$ cat src/rtl/btb_access_scheduler_pkg.sv
// btb_access_scheduler_pkg: shared FSM state and update-entry types
package btb_access_scheduler_pkg;
  typedef enum logic [1:0] {IDLE = 2'b00, PEND = 2'b01, FORCE = 2'b10} sched_state_t;
  typedef struct packed {
    logic [31:0] pc;
    logic [31:0] target;
  } upd_entry_t;
endpackage

$ cat src/rtl/btb_upd_fifo.sv
// btb_upd_fifo: circular queue of resolved-branch updates with occupancy count
module btb_upd_fifo import btb_access_scheduler_pkg::*; #(
  parameter int DEPTH = 4
) (
  input  logic                    clk,
  input  logic                    reset_n,
  input  logic                    push,
  input  logic                    pop,
  input  upd_entry_t              din,
  output upd_entry_t              head,
  output logic [$clog2(DEPTH):0]  count,
  output logic                    full,
  output logic                    empty
);
  localparam int AW = $clog2(DEPTH);
  upd_entry_t mem [DEPTH];
  logic [AW-1:0] wr_ptr, rd_ptr;
  assign full  = count == (AW+1)'(DEPTH);
  assign empty = count == '0;
  assign head  = empty ? '0 : mem[rd_ptr];
  always_ff @(posedge clk)
    if (push) mem[wr_ptr] <= din;
  // Entries are discarded on reset by clearing the count; storage needs no reset
  always_ff @(posedge clk or negedge reset_n)
    if (!reset_n) begin
      wr_ptr <= '0;
      rd_ptr <= '0;
      count  <= '0;
    end else begin
      wr_ptr <= wr_ptr + AW'(push);
      rd_ptr <= rd_ptr + AW'(pop);
      count  <= count + (AW+1)'(push) - (AW+1)'(pop);
    end
endmodule

$ cat src/rtl/btb_access_scheduler.sv
// btb_access_scheduler: arbitrates the shared BTB index port between fetch lookups and queued updates.
// Optional BTB_SCHED_STATS_EN adds saturating stat_forced / stat_stalls counters.
module btb_access_scheduler import btb_access_scheduler_pkg::*; #(
  parameter int QUEUE_DEPTH  = 4,
  parameter int STARVE_LIMIT = 8
) (
  input  logic                          clk,
  input  logic                          reset_n,
  input  logic                          fetch_req,
  input  logic [31:0]                   fetch_pc,
  input  logic                          upd_valid,
  input  logic [31:0]                   upd_pc,
  input  logic [31:0]                   upd_target,
  output logic                          upd_ready,
  output logic                          btb_access,
  output logic                          btb_update,
  output logic [31:0]                   btb_lookup_pc,
  output logic [31:0]                   btb_upd_pc,
  output logic [31:0]                   btb_upd_target,
  output logic                          fetch_stall,
  output logic [$clog2(QUEUE_DEPTH):0]  q_count
`ifdef BTB_SCHED_STATS_EN
  ,
  output logic [15:0]                   stat_forced,
  output logic [15:0]                   stat_stalls
`endif
);
  localparam int CW = $clog2(QUEUE_DEPTH) + 1;
  sched_state_t state;
  logic [7:0] starve;
  logic run, push, pop, full, empty, lim;
  logic [CW-1:0] next_cnt;
  upd_entry_t din, head;
  assign din       = '{pc: upd_pc, target: upd_target};
  // run holds upd_ready low until the first edge after reset release
  assign upd_ready = run && !full;
  assign push      = upd_valid && upd_ready;
  always_comb begin
    btb_access    = reset_n && fetch_req && state != FORCE;
    btb_update    = state == FORCE || (state == PEND && !fetch_req);
    fetch_stall   = state == FORCE && fetch_req;
    btb_lookup_pc = reset_n ? fetch_pc : '0;
  end
  assign pop            = btb_update;
  assign btb_upd_pc     = head.pc;
  assign btb_upd_target = head.target;
  assign next_cnt       = q_count + CW'(push) - CW'(pop);
  assign lim            = starve == 8'(STARVE_LIMIT - 1);
  btb_upd_fifo #(.DEPTH(QUEUE_DEPTH)) u_fifo (
    .clk(clk), .reset_n(reset_n), .push(push), .pop(pop), .din(din),
    .head(head), .count(q_count), .full(full), .empty(empty)
  );
  always_ff @(posedge clk or negedge reset_n)
    if (!reset_n) begin
      state  <= IDLE;
      starve <= '0;
      run    <= 1'b0;
    end else begin
      run    <= 1'b1;
      starve <= (state == PEND && !pop && !lim) ? starve + 8'd1 : '0;
      state  <= state == IDLE ? (push ? PEND : IDLE) :
                pop ? (next_cnt != '0 ? PEND : IDLE) :
                lim ? FORCE : PEND;
    end
`ifdef BTB_SCHED_STATS_EN
  always_ff @(posedge clk or negedge reset_n)
    if (!reset_n) begin
      stat_forced <= '0;
      stat_stalls <= '0;
    end else begin
      stat_forced <= (state == FORCE && !(&stat_forced)) ? stat_forced + 16'd1 : stat_forced;
      stat_stalls <= (fetch_stall && !(&stat_stalls)) ? stat_stalls + 16'd1 : stat_stalls;
    end
`endif
endmodule
$ cat config.mk
export PLATFORM = sky130hd
export DESIGN_NAME = btb_access_scheduler
export DESIGN_NICKNAME = d
export VERILOG_FILES = /design/src/rtl/btb_access_scheduler_pkg.sv /design/src/rtl/btb_upd_fifo.sv /design/src/rtl/btb_access_scheduler.sv
export SDC_FILE = /design/constraint.sdc
export NUM_CORES = 1
export LEC_CHECK = 0
export CORE_MARGIN = 5
export CORE_UTILIZATION = 47
export CTS_CLUSTER_DIAMETER = 120
export DETAILED_ROUTE_END_ITERATION = 8
export PLACE_DENSITY_LB_ADDON = 0.25
export SETUP_SLACK_MARGIN = 0.5
export SKIP_LAST_GASP = 1
export SLEW_MARGIN = 20
export SYNTH_ARGS = -nofsm -noshare
export SYNTH_HDL_FRONTEND = slang
export SYNTH_SLANG_ARGS = --single-unit
export TNS_END_PERCENT = 50
$ cat constraint.sdc
create_clock -name clk -period 6.2 [get_ports clk]
set_input_delay 1.24 -clock clk [delete_from_list [all_inputs] [get_ports clk]]
set_output_delay 1.24 -clock clk [all_outputs]
set_load 0.01 [all_outputs]
==> metrics.txt <==
status=finished, final reports clean; mux cell area share after synthesis=between 10% and 20%; CTS Sinks=274; CTS tree=yes; critical path peak fanout=33; clock network fraction of total power=between 20% and 30%; via count=around 5500; Synth Area in Compound Gates=0.384%; Post-synth top flop=edfxtp_1; Setup WS pre-CTS=1.61 ns; Worst EP arrival=between 3 and 4 ns; critical path capture point type=output pin; # diodes=0; largest family of logic cells by synthesized area=multiplexers; Setup Viol. Count Final=0; CTS max path bufs=3; core area=0.0226 sq mm; switching share of power=~27%; WL per Instance=20.7 um; post-synth net total=625; Leakage=4.70 nW; largest net degree at the start of global routing=66; Top Ports=about 200; Fill cells=between 1500 and 2000; CTS Hold Bufs=0; Slew Limit Fails=0; Flop pwr share=between 40% and 50%; post_cts resized=0; root buf cell=clkbuf_16; critical path required time=roughly 5.0 ns; area grow syn2layout=30.0%; part of the cycle the worst path needs=73.3%; Adder-Cell Fraction of Synth Area=less than 1%; crit path kind=in -> out; maximum vdd drop=~0.25 mV; initial antenna violation count=1; final setup TNS=0 ns; Worst-Skew Late Latency=0.52 ns; worst stage delay on the critical path=slightly above 0.9 ns; HPWL after DPL=between 10000 and 15000 um; XOR/XNOR Fraction of Synth Area=less than 1%; Psw=approximately 1.6 mW; global-route wire length before repair=33700 um; DIE AREA=~0.026 sq mm; internal cell power=roughly 4.4 mW; vias in the first global route=between 6000 and 7000; Vias per Instance=5.29; gpl congestion=0.820; synthesized area=0.0108 sq mm; dpl cells=990; ANT nets after route=0; synth warn=0; Synth top area share=a little under three quarters; Syn Area/Cell=between 20 and 25 sq um; Cell variety after synth=33; EDFF count, synth=about 260; Initial Util=around 48%; IO Port Bufs=between 200 and 250; P per Cell Area=about 430 mW/mm^2; Pre-Repair DR Iteration Count=4; routed wire length=21500 um; CP startpoint kind=primary input; async set-reset flop share out of synthesis=6.57%; post-synthesis simple-gate area fraction=~7.7%; leading cell type in the layout, fill and taps excluded=edfxtp_1; WHS=0.456 ns; Slew headroom=approximately 30%; critical path buffer and inverter count=3; most frequent cells in the layout=edfxtp_1 (256), clkdlybuf4s50_1 (202), mux4_2 (64), nor2b_1 (39), and2_1 (33); Tmin final=4.54 ns; RSZ-0062 raised after global routing=no; fmax=220 MHz; gr usage total=16.5%; final hold vios=0; HP Class=reg -> reg; part of the Yosys area used for sequential elements=roughly 76%; share of layout cells above drive strength 1=between 10% and 20%; Max-Cap Viols=0; slack of the critical path=between 1.5 and 2 ns; Nets=between 800 and 900; Worst-path clk slew=0.06 ns; Synth area leaders=edfxtp_1 (72%), mux4_2 (13%), dfrtp_1 (4.2%); grt ovf=0; worst path cell trace=clkdlybuf4s50_1 -> buf_4 -> nand2_1 -> nor2_1 -> clkdlybuf4s50_1; CTS H-Tree Depth=1; register bit count reported by yosys=274; Slowest cell on crit path=clkdlybuf4s50_1; Mapped Cells=between 500 and 600; Die H=161 um; most used cell, CP=clkdlybuf4s50_1; worst-margin pin slew=around 1.1 ns; Top delay family on crit path=buffers and inverters; Post-CTS Setup Inserts=0; largest area contributor in the synthesized netlist=edfxtp_1; Cell Count, Final, Fillers Out=1038; Core Rows=between 50 and 60; die width=approximately 160 um; DRC viols=0; TritonCTS Buffers=27; Iteration-0 DRC Markers=282; Comb power frac=32.2%; Setup Skew=between 0.007 and 0.008 ns
-- cells by family after synthesis --
family,count (synthesis)
buffers and inverters,30
and+or+nand+nor,128
xor gates and xnor gates,10
adders and majority gates,6
DFF,274
other,1
muxes,64
AOI/OAI and AO/OA,6
-- synth_stat cells (all sizes together), types with 4 or more instances --
| master | number |
|---|---|
| nand3 | 4 |
| xor2 | 8 |
| inv | 7 |
| dfrtp | 18 |
| and2b | 26 |
| nor2 | 10 |
| mux4 | 64 |
| buf | 13 |
| nor2b | 39 |
| ha | 5 |
| clkbuf | 10 |
| edfxtp | 256 |
| and2 | 33 |
-- layer usage --
metal / vias to the layer above / share of wire (%) / global-route usage, %
met3: 30 / 7.2 / 4.52
met4: 2 / 1.8 / 4.07
met1: 2802 / 40 / 20.7
met2: 185 / 51 / 28.7
met5: - / 0.060 / 0
li1: 2475 / - / -
-- flip-flops by register name, summed over array words and instances, names as in the netlist --
name,count
starve,8
u_fifo.rd_ptr,2
run,1
u_fifo.mem,256
state,2
u_fifo.wr_ptr,2
u_fifo.count,3
-- worst paths after layout --
path	endpoint	slack (ns)	cells after the start	from
max	btb_access	1.66	5	reset_n
min	starve[0]	0.46	1	starve[0]
max reg2reg	state[0]	3.55	10	state[0]
min reg2reg	starve[0]	0.46	1	starve[0]
max in group asynchronous	u_fifo.rd_ptr[1]	4.30	2	reset_n
min in group asynchronous	starve[2]	1.67	2	reset_n
-- cell type report --
class                   instances  area, sq um  area share (%)
clock buffers                  35          736            5.27
clock inverters                13          115           0.824
inverters                       7         26.3           0.188
multi-input cells             215         2520            18.0
flip-flops and latches        274         8150            58.3
well taps                     285          357            2.55
repair buffers                209         2070            14.8
-- metrics by stage --
step                      area, sq um  util [%]  total power, mW
final                           14000      61.9             5.99
after global routing            14000      61.9             6.29
after CTS                       14000      61.9             6.10
after detailed placement        13100      58.1             4.53
after global placement          13100      58.1             4.49
after floorplan                 10800         -             3.54
-- power groups by stage --
stage	clock network (mW)	registers (mW)	logic, mW
3_5_place_dp	0	2.56	1.96
5_1_grt	1.67	2.56	2.06
4_1_cts	1.60	2.53	1.97
3_3_place_gp	0	2.55	1.94
6_report	1.55	2.51	1.93
2_1_floorplan	0	2.35	1.18
Note: power is estimated with default switching activity, not from simulation.
